[src/rtl/conversor_bcd_if.sv]
// Handshake bundle for the binary-to-BCD converter: start request, operand,
// busy flag, completion pulse and packed BCD result.
interface conversor_bcd_if #(
   parameter int LARGURA = 8,
   parameter int DIGITOS = 3
);
   logic                   inicio;
   logic [LARGURA-1:0]     entrada;
   logic                   ocupado;
   logic                   pronto;
   logic [4*DIGITOS-1:0]   saida;

   modport master (
      output inicio,
      output entrada,
      input  ocupado,
      input  pronto,
      input  saida
   );

   modport slave (
      input  inicio,
      input  entrada,
      output ocupado,
      output pronto,
      output saida
   );
endinterface

[src/rtl/conversor_bcd.sv]
// Sequential double-dabble converter: one shift-add-3 step per clock,
// result published on saida with a one-cycle pronto pulse.
module conversor_bcd #(
   parameter int LARGURA = 8,
   parameter int DIGITOS = 3
) (
   input  logic            clock,
   input  logic            reset,
   conversor_bcd_if.slave  bus
);
   localparam int CW = $clog2(LARGURA + 1);
   localparam int BW = 4 * DIGITOS;

   typedef enum logic {OCIOSO, CONVERTE} estado_t;

   estado_t            estado_reg, estado_next;
   logic [CW-1:0]      contador_reg, contador_next;
   logic [LARGURA-1:0] binario_reg, binario_next;
   logic [BW-1:0]      scratch_reg, scratch_next;
   logic [BW-1:0]      saida_reg, saida_next;
   logic               pronto_reg, pronto_next;

   logic [BW-1:0]      ajustado;
   logic [BW-1:0]      deslocado;

   // Each digit is corrected before the shift so it carries cleanly into the next one
   genvar gi;
   generate
      for (gi = 0; gi < DIGITOS; gi++) begin : g_ajuste
         assign ajustado[4*gi +: 4] = (scratch_reg[4*gi +: 4] >= 4'd5)
                                      ? scratch_reg[4*gi +: 4] + 4'd3
                                      : scratch_reg[4*gi +: 4];
      end
   endgenerate

   assign deslocado = {ajustado[BW-2:0], binario_reg[LARGURA-1]};

   always_ff @(posedge clock) begin
      if (!reset) begin
         estado_reg   <= OCIOSO;
         contador_reg <= '0;
         binario_reg  <= '0;
         scratch_reg  <= '0;
         saida_reg    <= '0;
         pronto_reg   <= 1'b0;
      end else begin
         estado_reg   <= estado_next;
         contador_reg <= contador_next;
         binario_reg  <= binario_next;
         scratch_reg  <= scratch_next;
         saida_reg    <= saida_next;
         pronto_reg   <= pronto_next;
      end
   end

   always_comb begin
      estado_next   = estado_reg;
      contador_next = contador_reg;
      binario_next  = binario_reg;
      scratch_next  = scratch_reg;
      saida_next    = saida_reg;
      pronto_next   = 1'b0;

      case (estado_reg)
         OCIOSO: begin
            if (bus.inicio) begin
               binario_next  = bus.entrada;
               scratch_next  = '0;
               contador_next = CW'(LARGURA);
               estado_next   = CONVERTE;
            end
         end
         CONVERTE: begin
            scratch_next  = deslocado;
            binario_next  = {binario_reg[LARGURA-2:0], 1'b0};
            contador_next = contador_reg - CW'(1);
            // Last shift: publish the shifted value directly, scratch is never exposed
            if (contador_reg == CW'(1)) begin
               saida_next  = deslocado;
               pronto_next = 1'b1;
               estado_next = OCIOSO;
            end
         end
         default: estado_next = OCIOSO;
      endcase
   end

   assign bus.ocupado = (estado_reg == CONVERTE);
   assign bus.pronto  = pronto_reg;
   assign bus.saida   = saida_reg;
endmodule

[src/flat_wrapper.sv]
// flat-port wrapper written by rule: the top's interface ports become plain ports
module conversor_bcd_flat 
#(
   parameter int LARGURA = 8,
   parameter int DIGITOS = 3
)
  (clock, reset, bus_inicio, bus_entrada, bus_ocupado, bus_pronto, bus_saida);
  conversor_bcd_if #(.LARGURA(LARGURA), .DIGITOS(DIGITOS)) bus_i ();
  input  logic clock;
  input  logic reset;
  input wire logic [$bits(bus_i.inicio)-1:0] bus_inicio;
  input wire logic [$bits(bus_i.entrada)-1:0] bus_entrada;
  output wire logic [$bits(bus_i.ocupado)-1:0] bus_ocupado;
  output wire logic [$bits(bus_i.pronto)-1:0] bus_pronto;
  output wire logic [$bits(bus_i.saida)-1:0] bus_saida;
  assign bus_i.inicio = bus_inicio;
  assign bus_i.entrada = bus_entrada;
  assign bus_ocupado = bus_i.ocupado;
  assign bus_pronto = bus_i.pronto;
  assign bus_saida = bus_i.saida;
  conversor_bcd #(.LARGURA(LARGURA), .DIGITOS(DIGITOS)) u_core (.clock(clock), .reset(reset), .bus(bus_i));
endmodule
[config.mk]
export PLATFORM = sky130hd
export DESIGN_NAME = conversor_bcd_flat
export DESIGN_NICKNAME = d
export VERILOG_FILES = /design/src/rtl/conversor_bcd_if.sv /design/src/rtl/conversor_bcd.sv /design/src/flat_wrapper.sv
export SDC_FILE = /design/constraint.sdc
export NUM_CORES = 1
export LEC_CHECK = 0
export CORE_ASPECT_RATIO = 1.25
export CORE_MARGIN = 1.5
export CORE_UTILIZATION = 57
export CTS_CLUSTER_SIZE = 30
export DETAILED_ROUTE_END_ITERATION = 12
export PLACE_DENSITY = 0.82
export SLEW_MARGIN = 20
export SYNTH_ARGS = -nofsm -noshare
export SYNTH_HDL_FRONTEND = slang
export SYNTH_SLANG_ARGS = --single-unit
[constraint.sdc]
create_clock -name clock -period 3.5 [get_ports clock]
set_input_delay 0.35 -clock clock [delete_from_list [all_inputs] [get_ports clock]]
set_output_delay 0.35 -clock clock [all_outputs]
set_load 0.1 [all_outputs]
==> impl_results.rst <==
.. list-table::
   :header-rows: 1

   * - Metric
     - Value
   * - Pins over their slew limit
     - 0
   * - Required time at the worst-slack endpoint
     - 3.15 ns
   * - Highest clock rate
     - 450 MHz
   * - Leakage Power
     - 0.724 nW
   * - Pin count of the biggest net entering global routing
     - 33
   * - Worst path bufs/invs
     - 1
   * - Pin slew with the least headroom to its limit
     - 1.01 ns
   * - Leading cell type in the layout, fill and taps excluded
     - sky130_fd_sc_hd__dfxtp_1
   * - Area of the multi-input gates
     - 873 um^2
   * - CTS HTree Levels
     - 2
   * - Final min period
     - 2.22 ns
   * - Power Total
     - 828 uW
   * - Placed instance count
     - 230
   * - Arrival time worst endpoint
     - 1.87 ns
   * - Fraction of final layout cells sized beyond drive strength 1
     - 8.91%
   * - Kind of cell with the highest combined delay on the critical path
     - buffers and inverters
   * - Floorplan core area
     - 0.00292 mm^2
   * - HPWL Detailed
     - 2420 um
   * - Final setup violating endpoints
     - 0
   * - Height of the die
     - 64.8 um
   * - Period utilisation layout
     - 63.6%
   * - Fin nets
     - 220
   * - Portion of the post-synthesis area used by sequential elements
     - 43.7%
   * - Clock insertion delay at the later pin of the skew report
     - 0.35 ns
   * - Area of all sequential standard cells
     - 761 um^2
   * - RSZ-0062 raised after global routing
     - no
   * - Area of the die
     - 0.00340 mm^2
   * - Remaining routing DRC violations
     - 0
   * - Initial antenna violation count
     - 0
   * - Number of global-route vias before repair
     - 1,317
   * - Synthesized netlist net count
     - 198
   * - Filler cell count in the final layout
     - 233
   * - Number of warnings issued by yosys
     - 0
   * - Status
     - complete, no violations
   * - Initial cell density of the core
     - 59.6%
   * - Clock transition time at the flip-flop clock pins of the worst setup and hold paths
     - 0.12 ns
   * - Number of gates resized after cts
     - 0
   * - Count of pins on the block boundary
     - 25
   * - Number of hold buffers added after cts
     - 0
   * - Initial DRC count
     - 29
   * - Start-to-end type of the worst setup path
     - reg -> out
   * - Ratio of total power to cell area
     - 404 mW/mm^2
   * - Vias after detailed routing
     - 1,359
   * - Largest driver fanout on the critical path
     - 2
   * - First-pass GRT wire length
     - 5840 um
   * - Die Span X
     - 52.4 um
   * - Sum of negative setup slack
     - 0 ns
   * - Post-layout util
     - 70.2%
   * - Yosys cell types
     - 29
   * - Routability congestion estimate
     - 0.756
   * - Final hold violation count
     - 0
   * - Non-filler cells, final
     - 238
   * - Post-CTS repair timing setup buffer count
     - 0
   * - DRT Wirelength
     - 3480 um
   * - Critical path endpoint category
     - output pin
   * - Wirelength per Cell
     - 14.6 um
   * - Crit path launch type
     - flip-flop
   * - Worst Setup SP
     - u_core.bus.saida[1]
   * - Residual antenna-violating net count after detailed routing
     - 0
   * - Clock Tree Buf Depth
     - 2
   * - Sink Count
     - 38
   * - Hold_sp
     - u_core.bus.saida[11]
   * - Worst ir drop on vdd
     - 0.000337 V
   * - TritonCTS clock tree
     - yes
   * - Synthesized area
     - 0.00174 mm^2
   * - Slew margin rel.
     - 32.7%
   * - Tightest Hold Check Type
     - reg -> reg
   * - Remaining Overflow, GRT
     - 0
   * - CP max stage cell
     - sky130_fd_sc_hd__clkdlybuf4s50_1
   * - Area added between synthesis and finish
     - 17.6%
   * - Gate count after technology mapping
     - 179
   * - Diode count
     - 0
   * - Tot GR Track Use
     - 23.5%
   * - Top library cells by usage in the layout, fill and taps aside
     - sky130_fd_sc_hd__dfxtp_1, sky130_fd_sc_hd__clkdlybuf4s50_1, sky130_fd_sc_hd__o21ai_0, sky130_fd_sc_hd__inv_1
   * - Launch point of the worst reg-to-reg path
     - u_core.bus.ocupado
   * - Max-cap violations
     - 0
   * - Setup clock skew after layout
     - 0.00924 ns
   * - Average via count per standard cell
     - 5.71
   * - Detailed-routing iteration count for the pre-antenna-repair pass
     - 4
   * - Worst path max stage delay
     - 1.17 ns
   * - Number of buffers inserted by port buffering
     - 24
   * - Flip-flop and latch count after synthesis
     - 38
   * - Site row count
     - 22
   * - Clock buffers created by TritonCTS
     - 5
   * - Mean cell area of the mapped netlist
     - 9.72 um^2
   * - Root Buffer
     - sky130_fd_sc_hd__clkbuf_4
   * - Cells along the critical path
     - clkdlybuf4s50_1
==> cell families (layout without fill, tap and decap cells) <==
family | count (synthesis) | count (layout) | synth area share, %
AND/OR/NAND/NOR | 47 | 47 | 15.5
multiplexers | 13 | 13 | 7.76
buffers and inverters | 22 | 45 | 6.11
AO/OA/AOI/OAI | 48 | 48 | 19.6
XOR/XNOR | 3 | 3 | 1.51
adder cells (fa/ha/maj) | 8 | 8 | 5.75
flip-flops | 38 | 38 | 43.7
==> cells in the mapped netlist (all sizes together) <==
cell type / count / area (um^2)
mux2i: 9 / 90.1
o211a: 1 / 10.0
a21boi: 3 / 22.5
mux2: 4 / 45.0
o21ai: 14 / 70.1
clkbuf: 1 / 3.75
xnor2: 3 / 26.3
nand2b: 4 / 25.0
a21oi: 9 / 56.3
nand2: 11 / 41.3
dfxtp: 38 / 761
nor2b: 6 / 37.5
nor3: 4 / 25.0
o21a: 1 / 7.51
o2bb2ai: 11 / 96.3
a22o: 1 / 8.76
nor2: 1 / 3.75
nor3b: 9 / 67.6
and2: 8 / 50.1
ha: 8 / 100
nand3: 4 / 20.0
inv: 12 / 45.0
o32ai: 8 / 70.1
buf: 9 / 57.6
==> routing by layer <==
layer	track usage [%]	share of wire, %	vias up
met3	8.76	3.6	4
met1	27.9	44	646
met2	37.5	51	33
li1	-	-	676
met4	9.94	1.4	0
met5	0	0	-
==> worst paths after layout <==
path                               end  slack (ns)  cells after the start
setup / recovery          bus_saida[1]        1.28                      1
hold / removal    u_core.bus.saida[11]        0.48                      1
setup reg to reg   u_core.bus.saida[0]        1.51                      5
hold reg to reg   u_core.bus.saida[11]        0.48                      1
==> worst register-to-register path: stages, from the launching register on <==
cell,delay (ns)
sky130_fd_sc_hd__dfxtp_1,0.97
sky130_fd_sc_hd__nand2_1,0.15
sky130_fd_sc_hd__nor3_2,0.18
sky130_fd_sc_hd__nand2_1,0.31
sky130_fd_sc_hd__inv_1,0.18
sky130_fd_sc_hd__a22o_1,0.14
==> through the flow <==
| stage | worst slack [ns] | cell area, um^2 | hold slack (ns) |
|---|---|---|---|
| after global placement | 1.29 | 1970 | 0.445 |
| after detailed placement | 1.18 | 1970 | 0.452 |
| final | 1.28 | 2050 | 0.481 |
| after global routing | 1.20 | 2050 | 0.494 |
| after floorplan | 1.70 | 1740 | 0.464 |
| after CTS | 1.26 | 2050 | 0.478 |
==> power by group <==
group	total [mW]	internal (mW)	switching, mW
sequential	0.459	0.444	0.0148
combinational	0.0753	0.0349	0.0404
clock	0.294	0.148	0.146
total	0.828	0.627	0.201
==> layout make-up <==
type	count	area share [%]
clock buffers	5	1.83
inverters	12	2.20
well taps	36	2.20
clock inverters	3	1.96
flip-flops and latches	38	37.2
multi-input cells	119	42.7
repair buffers	25	12.0
Power figures use the tool's default switching activity.
